==> src/rtl/cpu_pkg.sv <==
// Shared types for the CPU memory path: arbiter FSM states, port owner and word width.
package cpu_pkg;

    localparam int WORD_W = 16;

    typedef enum logic [1:0] {
        IDLE,
        ISSUE,
        WAIT,
        RESP
    } state_t;

    typedef enum logic {
        OWN_I,
        OWN_D
    } owner_t;

endpackage

==> src/rtl/arb_pick.sv <==
// Combinational grant selection between fetch and data requests.
// ARB_RR_EN selects round-robin on a tie; otherwise data always wins.
module arb_pick
    import cpu_pkg::*;
(
    input  logic   i_req,
    input  logic   d_req,
    input  logic   i_flush,
    input  owner_t last,
    output logic   gnt,
    output owner_t own
);

    logic i_ok;

    // A fetch being flushed this cycle is not a candidate at all.
    assign i_ok = i_req & ~i_flush;

`ifdef ARB_RR_EN
    always_comb begin
        gnt = d_req | i_ok;
        own = OWN_D;
        if (d_req && i_ok) begin
            own = (last == OWN_D) ? OWN_I : OWN_D;
        end else if (!d_req) begin
            own = OWN_I;
        end
    end
`else
    logic unused_last;
    assign unused_last = last;

    always_comb begin
        gnt = d_req | i_ok;
        own = OWN_D;
        if (!d_req) begin
            own = OWN_I;
        end
    end
`endif

endmodule

==> src/rtl/mem_arbiter.sv <==
// Fetch/data arbiter and fixed-latency sequencer for the unified single-ported memory.
// Define ARB_RR_EN for round-robin tie breaking instead of fixed data priority.
module mem_arbiter
    import cpu_pkg::*;
#(
    parameter int LATENCY = 4  // 1..15, fits the 4-bit wait counter
) (
    input  logic              clk,
    input  logic              rst,
    input  logic              i_req,
    input  logic [WORD_W-1:0] i_addr,
    input  logic              i_flush,
    input  logic              d_req,
    input  logic              d_wr,
    input  logic [WORD_W-1:0] d_addr,
    input  logic [WORD_W-1:0] d_wdata,
    output logic              i_ack,
    output logic [WORD_W-1:0] i_rdata,
    output logic              d_ack,
    output logic [WORD_W-1:0] d_rdata,
    output logic              mem_en,
    output logic              mem_wr,
    output logic [WORD_W-1:0] mem_addr,
    output logic [WORD_W-1:0] mem_wdata,
    input  logic [WORD_W-1:0] mem_rdata,
    output logic              busy
);

    // Handshake: a requester raises req with its address/data and holds them
    // until the one-cycle ack; in the cycle after the ack it must drop req or
    // present a new request. A killed fetch gets no ack at all.

    state_t     state, state_n;
    owner_t     owner, own_pick, last;
    logic       wr;
    logic [3:0] cnt;
    logic       kill, kill_n;
    logic       gnt, grant, grant_wr, capture;

    arb_pick u_pick (
        .i_req   (i_req),
        .d_req   (d_req),
        .i_flush (i_flush),
        .last    (last),
        .gnt     (gnt),
        .own     (own_pick)
    );

`ifdef ARB_RR_EN
    always_ff @(posedge clk or posedge rst) begin
        if (rst) begin
            last <= OWN_D;
        end else if (grant) begin
            last <= own_pick;
        end
    end
`else
    assign last = OWN_D;
`endif

    always_comb begin
        state_n  = state;
        kill_n   = kill;
        grant    = 1'b0;
        grant_wr = (own_pick == OWN_D) && d_wr;
        capture  = (state == WAIT) && (cnt == 4'd0);
        case (state)
            IDLE: begin
                kill_n = 1'b0;
                if (gnt) begin
                    grant   = 1'b1;
                    state_n = ISSUE;
                end
            end
            ISSUE:   state_n = wr ? RESP : WAIT;
            WAIT:    if (cnt == 4'd0) state_n = RESP;
            RESP:    state_n = IDLE;
            default: state_n = IDLE;
        endcase
        // Flush seen in the final WAIT cycle must still suppress the ack.
        if ((state == ISSUE || state == WAIT) && owner == OWN_I && i_flush) begin
            kill_n = 1'b1;
        end
    end

    always_ff @(posedge clk or posedge rst) begin
        if (rst) begin
            state     <= IDLE;
            owner     <= OWN_I;
            wr        <= 1'b0;
            cnt       <= 4'd0;
            kill      <= 1'b0;
            i_ack     <= 1'b0;
            i_rdata   <= '0;
            d_ack     <= 1'b0;
            d_rdata   <= '0;
            mem_en    <= 1'b0;
            mem_wr    <= 1'b0;
            mem_addr  <= '0;
            mem_wdata <= '0;
            busy      <= 1'b0;
        end else begin
            state  <= state_n;
            kill   <= kill_n;
            mem_en <= grant;
            mem_wr <= grant && grant_wr;
            busy   <= (state_n != IDLE);
            i_ack  <= (state_n == RESP) && (owner == OWN_I) && !kill_n;
            d_ack  <= (state_n == RESP) && (owner == OWN_D);

            if (grant) begin
                owner <= own_pick;
                wr    <= grant_wr;
                if (own_pick == OWN_D) begin
                    mem_addr  <= d_addr;
                    mem_wdata <= d_wdata;
                end else begin
                    mem_addr  <= i_addr;
                end
            end

            if (state == ISSUE) begin
                cnt <= 4'(LATENCY - 1);
            end else if (state == WAIT && cnt != 4'd0) begin
                cnt <= cnt - 4'd1;
            end

            if (state == ISSUE && wr) begin
                d_rdata <= '0;
            end
            if (capture) begin
                if (owner == OWN_D) begin
                    d_rdata <= mem_rdata;
                end else if (!kill_n) begin
                    i_rdata <= mem_rdata;
                end
            end
        end
    end

endmodule

==> config.mk <==
export PLATFORM = sky130hd
export DESIGN_NAME = mem_arbiter
export DESIGN_NICKNAME = d
export VERILOG_FILES = /design/src/rtl/cpu_pkg.sv /design/src/rtl/arb_pick.sv /design/src/rtl/mem_arbiter.sv
export SDC_FILE = /design/constraint.sdc
export NUM_CORES = 1
export LEC_CHECK = 0
export BUFFER_PORTS_ARGS = -buffer_cell sky130_fd_sc_hd__buf_2
export CORE_MARGIN = 2
export CORE_UTILIZATION = 43
export CTS_CLUSTER_DIAMETER = 200
export DETAILED_ROUTE_END_ITERATION = 6
export GPL_TIMING_DRIVEN = 1
export PLACE_DENSITY = 0.76
export SYNTH_ARGS = -nofsm -noshare
export SYNTH_HDL_FRONTEND = slang
export SYNTH_SLANG_ARGS = --single-unit
==> constraint.sdc <==
create_clock -name clk -period 2.15 [get_ports clk]
set_clock_uncertainty 0.15 [all_clocks]
set_input_delay 0.215 -clock clk [delete_from_list [all_inputs] [get_ports clk]]
set_output_delay 0.215 -clock clk [all_outputs]
set_load 0.02 [all_outputs]
# [Yosys cells after proc, flatten, opt, wreduce, memory -nomap -nowiden]
# Index checks and enable logic that the tools add are counted.
[word_totals] reg_bits=78
[classes] add_sub_neg=1 n_eq_ne=4 n_mux=15 bitwise=5 reduce_logical=19
[ops] cell="16-bit 2-to-1 mux" count=4
[ops] cell="1-bit logical AND" count=10
[ops] cell="4-bit 2-to-1 mux" count=2
[ops] cell="2-bit one-hot mux with 4 select lines" count=1
[ops] cell="2-bit == test (second input constant)" count=3
[ops] cell="1-bit 2-to-1 mux" count=6
[ops] cell="4-bit zero test" count=1
[ops] cell="2-bit 2-to-1 mux" count=2
[ops] cell="2-bit nonzero test" count=2
[ops] cell="4-bit nonzero test" count=1
[ops] cell="4-bit by 1-bit subtractor with 4-bit output (second input constant)" count=1
[ops] cell="1-bit NOT" count=3
[ops] cell="3-bit AND reduction" count=1
[ops] cell="2-bit by 1-bit == test with 1-bit output (second input constant)" count=1
[ops] cell="2-bit zero test" count=1
[ops] cell="2-bit AND reduction" count=1
[ops] cell="1-bit AND" count=1
[ops] cell="1-bit zero test" count=1
[ops] cell="1-bit logical OR" count=1
[ops] cell="1-bit OR" count=1

# [Depth between registers and ports, before layout]
# Gate-level depths: netlist of the first run.
[depth] ltp_word=8 depth_mapped=8 depth_no_buf=5

# [Modules after synthesis]
# Synthesis of the first run repeated with hierarchy kept, for this count alone.
[hier_totals] cells_unflattened=275 area_unflattened_um2=3313.2
[modules_own_cells] module="mem_arbiter" instances=1 cells_per_inst=272 area_each_um2=3294.4
[modules_own_cells] module="arb_pick" instances=1 cells_per_inst=3 area_each_um2=18.8

# [Worst setup path before layout of the first run]
# No wires, ideal clock.
[synth_timing] kind="register to register" from="register state[0]" to="register i_rdata[0]" arrival_time_ns=1.741 required_time_ns=1.875 slack_ns=0.134 path_stages_with_launch=9 cell_sequence="dfrtp_1 -> inv_1 -> ha_1 -> and4bb_1 -> buf_6 -> and4bb_1 -> buf_6 -> buf_12 -> mux2_4"
[synth_between] elab_chain_cells=7
[synth_rtl] item="start: declaration" line="mem_arbiter.sv:33" source="state_t state, state_n;"
[synth_rtl] item="start signal: assignment" line="mem_arbiter.sv:103" source="state <= state_n;"
[synth_rtl] item="2-bit by 1-bit == test with 1-bit output or 2-bit == test (tied branches)" line="mem_arbiter.sv:81, mem_arbiter.sv:66"
[synth_rtl] item="1-bit logical OR" line="mem_arbiter.sv:81" source="if ((state == ISSUE || state == WAIT) && owner == OWN_I && i_flush) begin"
[synth_rtl] item="1-bit logical AND (2 in a row)" line="mem_arbiter.sv:81"
[synth_rtl] item="1-bit 2-to-1 mux" line="mem_arbiter.sv:81"
[synth_rtl] item="1-bit NOT (no source line)"
[synth_rtl] item="3-bit AND reduction (no source line) (*)"
[synth_rtl] item="end signal: assignment" line="mem_arbiter.sv:135" source="i_rdata <= mem_rdata;"
[synth_rtl] item="end: declaration" line="mem_arbiter.sv:18" source="output logic [WORD_W-1:0] i_rdata,"
# Mark *: on every way between the ends. The rest lies on a longest branch, timed or not.
# A chain may end at the register's enable or synchronous reset.

# [Worst setup path in the final report of the first run]
[layout_timing] from="register state[0]" to="register i_rdata[15]"
# Same word-level chain as after synthesis.

==> flow_summary.yaml, run 1 <==
worst_hold_path:
  min_path_cells: 2
  hold_path_class: "in -> reg"
pwr:
  power_leakage_nw: 2.36
  powerDensity_nw_per_um2: 1310
  totalPowerFinal_mw: 6.16
  peakVddDrop_mv: 0.663
setup_path:
  required_ps: 2230
  start_kind: "flop"
  critPathKind: "reg -> reg"
  critPathMaxStageDelay_ps: 420
  cp-end-kind: "flop"
  cpMaxStageDelayCell: "dfrtp_1"
  path_cells: "inv_1, ha_1, and4bb_1, and4bb_1, buf_12, mux2_2"
  r2r_cells: 6
  path_common_cell: "and4bb_1"
  crit_path_max_fanout: 16
  critPathArrivalTime_ps: 2060
sta:
  setup_viol: 0
  drv_slew: 0
  fin_setup_tns_ps: 0
  fmax_mhz: 505
  finalHoldViolCount: 0
  max_slew.worst_pin.slew_ps: 751
  rsz0062_at_grt: "false"
  min_period_over_period_pct: 92.1
  relSlewSlack_pct: 49.3
  fin_crit_ps: 1980
grt:
  grt_usage_pct: 18.8
  antenna_found_initial: 0
  grt_max_degree: 36
  grt_pass1_vias: 2748
  grt_overflow_total: 0
  grt_first_pass_wirelength_um: 12800
yosys:
  synth_area_leader_cell: "dfrtp_1"
  synth_xor_area_share_pct: 0
  yosysTopAreaCellShare_pct: 58.3
  synth_seq_area_share_pct: 58.3
  yosys.area_share.simple_pct: 8.44
  synth_compound_area_share_pct: 5.19
  synth.area.top_cells: "dfrtp_1, mux2_2, mux2_4"
  yosys.area_share.adder_pct: 1.87
  ys_seq_elements: 78
  avgSynthCellArea_um2: 13.2
  synth_top_family_by_area: "multiplexers"
  syn-cell-area_um2: 3350
  synth_mux_area_share_pct: 22.6
  synth_cell_types: 31
  synth_nets: 328
  yosys_warnings: 0
  syn_inst: 253
floorplan:
  die_w_um: 92.3
  die_area_um2: 8510
  rows: 32
  io_pins: 139
  core_area_um2: 7650
  dieHeight_um: 92.3
  initial_utilization_pct: 43.8
clock_network:
  insertion_delay_ps: 340
  cts_max_path_buffers: 2
  root_buffer: "clkbuf_8"
  ctsHtreeMaxLevel: 3
  cts_made_buffers: 9
  cts_setup_buffers: 0
  path_clk_slew_ps: 90
  clock_sinks: 78
  cts_tree: "yes"
place:
  port-buffer-count: 138
  dp.final_hpwl_um: 5290
  gp_congestion: 0.850
detailed_routing:
  via_count: 2637
  via_per_inst: 4.89
  wirelength_um: 7690
  first_pass_iters: 4
  wl_per_cell_um: 14.3
  ant_nets: 0
  drc: 0
  first_iter_violations: 118
job:
  drv_cap: 0
cells_and_area:
  num_antenna_cells: 0
  area_delta_synth_final_pct: 40.6
  nNetsFinal: 507
  drive_gt1_share_pct: 52.6
  fillerInstances: 610
outcome:
  status: "completed"
[synthesized netlist by cell type]
cell type and count:
o21ai_0 19, nand2_1 21, ha_1 5, nor4_1 1, buf_2 5, and4bb_1 2, clkbuf_1 5, nor3_1 1
and2_0 1, mux2_2 54, or3_1 2, nor3b_1 1, nor2_1 2, o31ai_1 1, o21bai_1 2, dfrtp_1 78
o211ai_1 2, nand2b_1 1, a21boi_0 1, or2_2 1, nor2b_1 2, o21a_1 2, buf_6 2, inv_1 9
mux2_4 10, and3_1 1, a221o_1 1, nor4b_1 2, nand3_1 17, buf_12 1, a31o_2 1
[per-stage QoR]
step                util [%]  area [µm²]  hold WS [ps]  cells  setup WS [ps]
floorplan                  -        3350           204    253            134
global placement        54.8        4190           145    489            214
detailed placement      54.8        4190           160    489            158
CTS                     61.6        4710          23.7    539            160
global route            61.6        4710          44.7    539           42.6
finish                  61.6        4710          38.8    539            169
[routing by layer]
metal,track usage [%],wire length (µm),vias up
li1,-,-,1243
met4,6.59,101,0
met1,24.0,3370,1280
met3,4.60,452,10
met5,0,0,-
met2,31.3,3760,104
[logic make-up (layout without fill, tap and decap cells)]
family,Yosys count,in the layout
flip-flops,78,78
AND/OR/NAND/NOR,55,55
adder cells (fa/ha/maj),5,5
multiplexers,64,64
buffers and inverters,22,206
AO/OA/AOI/OAI,29,29
[area by class of cell]
type / count / area [µm²] / share of cell area, %
Sequential cell: 78 / 1950 / 41.4
Multi-Input combinational cell: 153 / 1280 / 27.1
Timing Repair Buffer: 181 / 1140 / 24.1
Tap cell: 102 / 128 / 2.71
Clock buffer: 9 / 124 / 2.63
Clock inverter: 7 / 55.1 / 1.17
Inverter: 9 / 37.5 / 0.797
[timing repair]
item,in CTS,in global routing
gates resized for setup,0,0
hold endpoints to repair,69,0
hold buffers,34,0
[final timing paths]
check | startpoint | endpoint | slack (ps)
setup / recovery | state[0]$_DFF_PP0_ | i_rdata[15]$_DFFE_PP0P_ | 170
hold / removal | i_flush | kill$_DFF_PP0_ | 40
setup reg to reg | state[0]$_DFF_PP0_ | i_rdata[15]$_DFFE_PP0P_ | 170
hold reg to reg | mem_wdata[1]$_DFFE_PP0P_ | mem_wdata[1]$_DFFE_PP0P_ | 360
max in group asynchronous | rst | mem_wdata[15]$_DFFE_PP0P_ | 980
min in group asynchronous | rst | d_rdata[13]$_DFF_PP0_ | 330
[worst max-delay path, delay by kind of cell, from the launching register on]
family | cells | cell delay [ps]
mux | 1 | 350
flops | 1 | 420
simple gates | 2 | 460
buf+inv | 2 | 270
fa+ha+maj | 1 | 220
[state kept, by name, indices dropped and copies added, names as in the netlist, 2 cells and up]
register   flops
state          2
mem_addr      16
mem_wdata     16
cnt            4
d_rdata       16
i_rdata       16
[cells in the final DEF, fill, tap and decap left out]
master,n
and4bb_1,2
or3_1,2
dfrtp_1,78
nor4_1,1
clkinv_4,1
buf_12,3
o211ai_1,2
mux2_4,10
clkbuf_8,9
nand3_1,17
mux2_2,54
inv_1,8
ha_1,5
inv_6,2
nor4b_1,2
o21ai_0,19
nor3b_1,1
nor2b_1,2
or2_2,1
o31ai_1,1
clkinv_2,2
nor3_1,1
a21boi_0,1
o21bai_1,2
nand2b_1,1
and3_1,1
nor2_1,2
and2_0,1
a31o_2,1
clkinvlp_4,2
dlygate4sd3_1,34
nand2_1,21
buf_2,138
buf_4,6
inv_8,1
a221o_1,1
o21a_1,2
[power breakdown]
part / internal, mW / switching (mW)
sequential: 2.08 / 0.318
clock: 0.434 / 0.577
combinational: 1.20 / 1.55
No activity file was read; power rests on OpenSTA's default activity.
==> run 2: changes to the inputs <==
--- a/config.mk
+++ b/config.mk
@@ -6,12 +6,14 @@
 export NUM_CORES = 1
 export LEC_CHECK = 0
 export BUFFER_PORTS_ARGS = -buffer_cell sky130_fd_sc_hd__buf_2
-export CORE_MARGIN = 2
-export CORE_UTILIZATION = 43
+export CELL_PAD_IN_SITES_DETAIL_PLACEMENT = 0
+export CELL_PAD_IN_SITES_GLOBAL_PLACEMENT = 1
+export CORE_UTILIZATION = 33
 export CTS_CLUSTER_DIAMETER = 200
 export DETAILED_ROUTE_END_ITERATION = 6
 export GPL_TIMING_DRIVEN = 1
-export PLACE_DENSITY = 0.76
+export PLACE_DENSITY_LB_ADDON = 0.1
 export SYNTH_ARGS = -nofsm -noshare
 export SYNTH_HDL_FRONTEND = slang
 export SYNTH_SLANG_ARGS = --single-unit
+export TNS_END_PERCENT = 10
==> run 2 against run 1 <==
Global-route usage decreased by 3.0 points. Wire length increased by 3.9%. Total power increased by 5.8%. Critical path type unchanged.
==> flow_summary.yaml, run 2 (same netlist as run 1, synthesis figures left out) <==
sta:
  min_period_over_period_pct: 90.4
  fin_crit_ps: 1940
  hold_ws_ps: 43.5
  drv_slew: 0
  fmax_mhz: 514
  fin_setup_tns_ps: 0
  fin_ws_ps: 206
  rsz0062_at_grt: "false"
  relSlewSlack_pct: 61.0
  max_slew.worst_pin.slew_ps: 584
  setup_viol: 0
  finalHoldViolCount: 0
floorplan:
  io_pins: 139
  die_w_um: 103
  initial_utilization_pct: 34.1
  core_area_um2: 9820
  rows: 36
  die_area_um2: 10600
  dieHeight_um: 103
setup_path:
  crit_path_max_fanout: 16
  cp_top_family: "flip-flops"
  worst-path-buf-inv: 2
  path_cells: "inv_1, ha_1, nor2b_1, and4bb_1, buf_12, mux2_2"
  critPathArrivalTime_ps: 2020
  cp-end-kind: "flop"
  critPathMaxStageDelay_ps: 420
  cpMaxStageDelayCell: "dfrtp_1"
  start_kind: "flop"
  critPathKind: "reg -> reg"
  required_ps: 2220
clock_network:
  cts_max_path_buffers: 2
  ctsHtreeMaxLevel: 3
  clock_sinks: 78
  cts_made_buffers: 9
  root_buffer: "clkbuf_8"
  cts_resized: 0
  cts_tree: "yes"
  path_clk_slew_ps: 80
  insertion_delay_ps: 340
detailed_routing:
  first_iter_violations: 43
  first_pass_iters: 4
  via_count: 2582
  via_per_inst: 4.49
  wl_per_cell_um: 13.9
  ant_nets: 0
  wirelength_um: 7990
  drc: 0
cells_and_area:
  layoutNonFillerInstCount: 575
  mostFrequentLayoutCells: "buf_2, dfrtp_1, mux2_2"
  design_area_um2: 4840
  fin_util_pct: 49.3
  area_delta_synth_final_pct: 44.6
  nNetsFinal: 512
  drive_gt1_share_pct: 52.7
  final_common_cell: "buf_2"
  num_antenna_cells: 0
pwr:
  totalPowerFinal_mw: 6.52
  peakVddDrop_mv: 0.500
  power_leakage_nw: 2.41
  powerDensity_nw_per_um2: 1340
place:
  placed_cell_area_um2: 4270
  port-buffer-count: 138
  dp.final_hpwl_um: 5740
  gp_congestion: 0.725
  place_inst: 525
  post-place-ws_ps: 204
grt:
  grt_max_degree: 25
  grt_pass1_vias: 2669
  grt_usage_pct: 15.8
  grt_overflow_total: 0
  grt_first_pass_wirelength_um: 12700
  antenna_found_initial: 0
outcome:
  status: "completed"
worst_hold_path:
  hold_path_class: "in -> reg"
job:
  drv_cap: 0
==> run 2: power by group <==
part	internal [mW]	switching [mW]	total, mW
logic	1.24	1.56	2.80
clock network	0.777	0.540	1.32
registers	2.08	0.311	2.40
total	4.10	2.42	6.52
==> run 2: worst reg2reg max path, cell delays in order (launching register included) <==
cell and delay [ps]:
dfrtp_1 420, inv_1 90, ha_1 260, nor2b_1 80, and4bb_1 320, buf_12 180, mux2_2 340
==> run 2: per-layer routing <==
layer  GRT usage (%)  vias up  part of all wire [%]
li1                -     1252                     -
met1            20.2     1224                    44
met2            25.3       95                    48
met3            4.14       11                   7.3
met4            6.83        0                   1.4
met5               0        -                     0
==> run 2: cell type report <==
cell class	count	area [µm²]
inverter	9	37.5
clock buffer	11	131
tap	133	166
clock inverter	5	106
sequential	78	1950
fill	928	4970
timing repair buffer	186	1170
multi-input combinational	153	1280
==> run 2: timing repair <==
| action | CTS | global route |
|---|---|---|
| setup endpoints to repair | 0 | 0 |
| hold buffers | 34 | 0 |
| endpoints found under the hold margin | 68 | 0 |
| buffers inserted | 0 | 0 |
==> run 2: path summary, 6_finish.rpt <==
| path | startpoint | endpoint | slack [ps] | cells past startpoint |
|---|---|---|---|---|
| worst max-delay path | state[0]$_DFF_PP0_ | i_rdata[12]$_DFFE_PP0P_ | 210 | 6 |
| worst min register to register | mem_wdata[4]$_DFFE_PP0P_ | mem_wdata[4]$_DFFE_PP0P_ | 360 | 1 |
| min in group asynchronous | rst | mem_wdata[2]$_DFFE_PP0P_ | 340 | 3 |
| worst min-delay path | i_flush | kill$_DFF_PP0_ | 40 | 2 |
| max in group asynchronous | rst | i_rdata[1]$_DFFE_PP0P_ | 910 | 4 |
| worst max register to register | state[0]$_DFF_PP0_ | i_rdata[12]$_DFFE_PP0P_ | 210 | 6 |
